### src/rtl/branch_target_buffer_pkg.sv
// Shared definitions for the branch target buffer: direction counter
// encodings and address index/tag extraction helpers.
package branch_target_buffer_pkg;

   typedef enum logic [1:0] {
      CTR_SNT = 2'b00,
      CTR_WNT = 2'b01,
      CTR_WT  = 2'b10,
      CTR_ST  = 2'b11
   } ctr_e;

   // Value left in every counter after reset/flush, and the value a freshly
   // allocated (taken) branch starts with.
   localparam ctr_e CTR_INIT  = CTR_WNT;
   localparam ctr_e CTR_ALLOC = CTR_WT;

   // Table index of a word address, zero-extended to 32 bits so callers can
   // compare it against an entry number without slicing.
   function automatic logic [31:0] addr_index(input logic [31:0] addr, input int idx_bits);
      return (addr >> 2) & ((32'd1 << idx_bits) - 32'd1);
   endfunction

   // Tag of an address, right-aligned and zero-extended to 32 bits.
   function automatic logic [31:0] addr_tag(input logic [31:0] addr, input int idx_bits);
      return addr >> (idx_bits + 2);
   endfunction

endpackage

### src/rtl/branch_target_buffer_sat_counter2.sv
// 2-bit saturating direction counter next-state function.
module branch_target_buffer_sat_counter2
   import branch_target_buffer_pkg::*;
(
   input  logic [1:0] ctr_i,
   input  logic       taken_i,
   output logic [1:0] ctr_next_o
);

   // Count up on taken, down on not-taken, holding at both ends.
   always_comb begin
      ctr_next_o = ctr_i;
      if (taken_i) begin
         if (ctr_i != CTR_ST) ctr_next_o = ctr_i + 2'd1;
      end else begin
         if (ctr_i != CTR_SNT) ctr_next_o = ctr_i - 2'd1;
      end
   end

endmodule

### src/rtl/branch_target_buffer.sv
// Direct-mapped branch target buffer with 2-bit direction counters.
// Lookup of PC is purely combinational; training from resolved branches
// takes effect at the next clock edge (no same-cycle bypass).
module branch_target_buffer
   import branch_target_buffer_pkg::*;
#(
   parameter int ENTRIES = 16
) (
   input  logic        CLK,
   input  logic        Reset,
   input  logic [31:0] PC,
   output logic        Hit,
   output logic        Pred_Taken,
   output logic [31:0] Pred_Target,
   output logic [31:0] PC_Next_Pred,
   input  logic        Flush,
   input  logic        Update_En,
   input  logic [31:0] Update_PC,
   input  logic        Update_Taken,
   input  logic [31:0] Update_Target
);

   localparam int IDX_BITS = $clog2(ENTRIES);
   localparam int TAG_BITS = 30 - IDX_BITS;

   logic [ENTRIES-1:0]  valid_q, valid_d;
   logic [TAG_BITS-1:0] tag_q    [ENTRIES];
   logic [TAG_BITS-1:0] tag_d    [ENTRIES];
   logic [31:0]         target_q [ENTRIES];
   logic [31:0]         target_d [ENTRIES];
   logic [1:0]          ctr_q    [ENTRIES];
   logic [1:0]          ctr_d    [ENTRIES];

   logic [31:0]         pc_idx, pc_tag;
   logic                rd_valid;
   logic [TAG_BITS-1:0] rd_tag;
   logic [31:0]         rd_target;
   logic [1:0]          rd_ctr;

   logic [31:0]         up_idx, up_tag;
   logic                up_valid;
   logic [TAG_BITS-1:0] up_entry_tag;
   logic [1:0]          up_ctr;
   logic                up_hit;
   logic [1:0]          up_ctr_next;

   assign pc_idx = addr_index(PC, IDX_BITS);
   assign pc_tag = addr_tag(PC, IDX_BITS);
   assign up_idx = addr_index(Update_PC, IDX_BITS);
   assign up_tag = addr_tag(Update_PC, IDX_BITS);

   // Read port for the fetch lookup: select the entry addressed by PC.
   always_comb begin
      rd_valid  = 1'b0;
      rd_tag    = '0;
      rd_target = '0;
      rd_ctr    = '0;
      for (int i = 0; i < ENTRIES; i++) begin
         if (pc_idx == 32'(i)) begin
            rd_valid  = valid_q[i];
            rd_tag    = tag_q[i];
            rd_target = target_q[i];
            rd_ctr    = ctr_q[i];
         end
      end
   end

   // Prediction outputs; the target is gated by Hit so stale or never-written
   // entries cannot leak onto the next-address mux.
   always_comb begin
      Hit          = rd_valid && (32'(rd_tag) == pc_tag);
      Pred_Taken   = Hit && rd_ctr[1];
      Pred_Target  = Hit ? rd_target : 32'd0;
      PC_Next_Pred = Pred_Taken ? Pred_Target : (PC + 32'd4);
   end

   // Read port for training: the entry addressed by the resolved branch.
   always_comb begin
      up_valid     = 1'b0;
      up_entry_tag = '0;
      up_ctr       = '0;
      for (int i = 0; i < ENTRIES; i++) begin
         if (up_idx == 32'(i)) begin
            up_valid     = valid_q[i];
            up_entry_tag = tag_q[i];
            up_ctr       = ctr_q[i];
         end
      end
      up_hit = up_valid && (32'(up_entry_tag) == up_tag);
   end

   branch_target_buffer_sat_counter2 u_sat_counter2 (
      .ctr_i      (up_ctr),
      .taken_i    (Update_Taken),
      .ctr_next_o (up_ctr_next)
   );

   // Table next state: flush wipes everything; otherwise a hit trains the
   // counter (and target if taken), a taken miss allocates, a not-taken miss
   // leaves the table untouched.
   always_comb begin
      valid_d  = valid_q;
      tag_d    = tag_q;
      target_d = target_q;
      ctr_d    = ctr_q;
      if (Flush) begin
         valid_d = '0;
         for (int i = 0; i < ENTRIES; i++) ctr_d[i] = CTR_INIT;
      end else if (Update_En) begin
         for (int i = 0; i < ENTRIES; i++) begin
            if (up_idx == 32'(i)) begin
               if (up_hit) begin
                  ctr_d[i] = up_ctr_next;
                  if (Update_Taken) target_d[i] = Update_Target;
               end else if (Update_Taken) begin
                  valid_d[i]  = 1'b1;
                  tag_d[i]    = Update_PC[31:IDX_BITS+2];
                  target_d[i] = Update_Target;
                  ctr_d[i]    = CTR_ALLOC;
               end
            end
         end
      end
   end

   // Valid bits and counters carry reset state; reset overrides flush/update.
   always_ff @(posedge CLK) begin
      if (Reset) begin
         valid_q <= '0;
         for (int i = 0; i < ENTRIES; i++) ctr_q[i] <= CTR_INIT;
      end else begin
         valid_q <= valid_d;
         ctr_q   <= ctr_d;
      end
   end

   // Tags and targets are qualified by valid, so they need no reset.
   always_ff @(posedge CLK) begin
      if (!Reset) begin
         tag_q    <= tag_d;
         target_q <= target_d;
      end
   end

endmodule

### config.mk
export PLATFORM = sky130hd
export DESIGN_NAME = branch_target_buffer
export DESIGN_NICKNAME = d
export VERILOG_FILES = /design/src/rtl/branch_target_buffer_pkg.sv /design/src/rtl/branch_target_buffer_sat_counter2.sv /design/src/rtl/branch_target_buffer.sv
export SDC_FILE = /design/constraint.sdc
export NUM_CORES = 2
export LEC_CHECK = 0
export BUFFER_PORTS_ARGS = -buffer_cell sky130_fd_sc_hd__buf_2
export CELL_PAD_IN_SITES_DETAIL_PLACEMENT = 1
export CELL_PAD_IN_SITES_GLOBAL_PLACEMENT = 1
export CORE_MARGIN = 3
export CORE_UTILIZATION = 45
export CTS_CLUSTER_SIZE = 16
export DETAILED_ROUTE_END_ITERATION = 6
export PLACE_DENSITY = 0.75
export SYNTH_ARGS = -nofsm -noshare
export SYNTH_HDL_FRONTEND = slang
export SYNTH_SLANG_ARGS = --single-unit
export TNS_END_PERCENT = 1
### constraint.sdc
create_clock -name CLK -period 4.5 [get_ports CLK]
set_clock_uncertainty 0.2 [all_clocks]
set_input_delay 0.45 -clock CLK [delete_from_list [all_inputs] [get_ports CLK]]
set_output_delay 0.45 -clock CLK [all_outputs]
set_load 0.1 [all_outputs]
==> metrics.cfg <==
[routing]
post_drt_wl_per_cell_um = 38.96
drc = 2
routed_wl_mm = 237.1
detail_route.iter0.violations = 7089
dr.pass1.iters = 7
viasPerCell = 7.105
ant_nets = 0
vias = 43230

[cells_and_area]
mostFrequentLayoutCells = edfxtp_1, buf_4, a21oi_1
final_common_cell = edfxtp_1
final_nets = 4721
area_growth_pct = 30.45
final_area_um2 = 61110
drive_above_1_share = 0.2911

[timing]
post-route-min-period_ps = 5557
setup_ws_ps = -1057
hold_ws_ps = 70.35
post-route-period-util = 1.235
final-max-slew-violation-count = 0
setup_viol = 66
clock.fmax_ghz = 0.1800
worst_pin_slew_ps = 1014
grt_setup_unrepaired = yes
max_slew_margin = 0.3230
timing.final.hold_violations = 0

[yosys]
synth_nets = 3946
yosys.area.top_type = edfxtp_1
synth_async_sr_flop_share = 0
synth-seq-cells = 976
synth.distinct_cells = 104
netlist_instances = 3841
synth_area_um2 = 46840
ys_warn_count = 0
yosysSeqAreaShare = 0.6154
ys_top_cells_by_area = edfxtp_1, a21oi_1, o21ai_0, a221oi_1, nor2_1
synth_top_area_share = 0.5949
synth-main-ff-cell = edfxtp_1
synth_edf_count = 928
synth_area_per_cell_um2 = 12.20

[cts]
cts_tree = built
root_buffer = clkbuf_16
clkLatencyLatePin_ps = 740
clk_path_buf_depth = 3
clock-sinks = 976
cts_buffers = 104
clkSlewWorstSetupHoldPaths_ps = 70
cts_max_level = 3

[placed_design]
placed_area_um2 = 56840
gp_congestion = 1.074
dp_hpwl_mm = 168.6
port_buffers = 164
dp_slack_ps = -1406

[floorplan]
rows = 117
fp.dieW_um = 328.6
pin_count = 167
core-area_um2 = 102500
die_area_um2 = 108000
start_util = 0.4571
dieHeight_um = 328.6

[status]
violations = design-rule violations, negative setup slack
status = finished with violations

[global_routing]
grt_remaining_overflow = 0
grt_pass1_wl_mm = 329.8
grt_pass1_vias = 43350
grt_usage = 0.4316
antenna_found_initial = 15
grt_max_degree = 50

[worst_setup_path]
startpoint_type = input pin
cp.arrival_ps = 4910
r2r_end = tag_q[391]$_DFFE_PP_
crit_fanout = 20
end_kind = output port
critPathKind = input pin to output port
reg2regPathDepth = 12
r2r_start = tag_q[32]$_DFFE_PP_
ff2ff_setup_slack_ps = 140
worstPathRequired_ps = 3850

[power]
peakVddDrop_uv = 360.9
pwr_density_cell_nw_per_um2 = 363.6
leakage_nw = 21.18

[worst_hold_path]
hold_depth = 2
hp-start = Update_PC[29]
holdPathEnd = tag_q[335]$_DFFE_PP_
hold_class = input pin to register

[job]
maxCapViolCount = 0

## metal layers
metal  GRT usage  vias up  routed length, um  share of wire
li1            -    16710                  -              -
met1      0.5501    21630              84190           0.36
met2      0.6368     3880             101200           0.43
met3      0.1417     1012              33070           0.14
met4      0.2670        6              18530          0.078
met5    0.002264        -                 34        0.00014
## Yosys cell counts, drive strengths merged (19+ instances only)
| cell | count |
|---|---|
| a21oi | 279 |
| and2 | 19 |
| xnor2 | 24 |
| inv | 55 |
| clkbuf | 149 |
| nor2 | 279 |
| o21a | 24 |
| nand3b | 40 |
| o31ai | 19 |
| nand4 | 20 |
| edfxtp | 928 |
| o21ai | 279 |
| buf | 172 |
| a22oi | 65 |
| nand2 | 261 |
| a31oi | 28 |
| nor2b | 67 |
| a221oi | 132 |
| o211ai | 63 |
| o221ai | 35 |
| mux2i | 100 |
| nand2b | 35 |
| a2bb2oi | 34 |
| o22ai | 53 |
| a221o | 40 |
| nor3 | 69 |
| a211oi | 32 |
| nor3b | 23 |
| dfxtp | 48 |
| nand3 | 51 |
| mux2 | 53 |
| xor2 | 29 |
## what timing repair did
action,4_1_cts,5_1_grt
endpoints found under the hold margin,811,0
buffers inserted,0,0
hold buffers,53,0
pin swaps,3,10
endpoints found under the setup margin,66,82
cloned,0,0
gates resized for setup,32,9
## critical path, stage by stage
cell and delay (ps):
buf_2 120, buf_12 150, ha_4 210, buf_8 180, nor2_4 200, buf_4 310
buf_4 460, o22ai_1 150, a31oi_1 210, o21ai_0 180, a21oi_1 280, a221o_1 260
nand4_1 150, or4_4 480, nor2_8 180, buf_12 190, buf_4 160, mux2i_4 310
buf_12 210
## power by group
part           leakage, nW  internal, mW  switching [mW]
combinational         10.7          1.15            2.05
clock                 1.72          5.05            3.98
sequential            8.73          9.97          0.0204
total                 21.2          16.2            6.05
## state kept, by name (all words and copies together) (netlist names)
signal,cells
ctr_q,32
tag_q,416
target_q,512
valid_q,16
## area by class of cell
class,count,area (um^2)
clock buffer,114,2650
clock inverter,79,885.9
tap,1368,1712
sequential,976,28830
inverter,58,245.2
antenna,14,35.03
timing repair buffer,990,9427
fill,10300,41360
multi-input combinational,2486,17330
## worst max path at each step
stage	startpoint	endpoint	slack (ps)	cells past startpoint
CTS	tag_q[302]$_DFFE_PP_	Pred_Target[0]	-880	12
global route	PC[3]	PC_Next_Pred[5]	-1120	20
finish	PC[3]	PC_Next_Pred[5]	-1060	19
floorplan	PC[2]	Pred_Target[4]	-390	16
detailed placement	PC[2]	PC_Next_Pred[16]	-1410	21
global placement	PC[2]	PC_Next_Pred[16]	-1320	21
## cells by family after synthesis
group                      share of synthesized area
and+or+nand+nor                               0.1057
adders and majority gates                   0.001068
DFF                                           0.6154
muxes                                        0.04084
buffers and inverters                        0.03961
xor gates and xnor gates                    0.009909
AOI/OAI and AO/OA                             0.1875
## per-stage QoR
step / TNS (ps) / instances / util / total power, mW
3_5_place_dp: -245590 / 5825 / 0.5546 / 13.14
6_report: -62580 / 6085 / 0.5963 / 22.22
2_1_floorplan: -56320 / 3841 / - / 11.51
4_1_cts: -54240 / 6071 / 0.5956 / 22.04
3_3_place_gp: -228680 / 5825 / 0.5546 / 13.07
5_1_grt: -66120 / 6075 / 0.5961 / 22.62
Note: power is estimated with default switching activity, not from simulation.
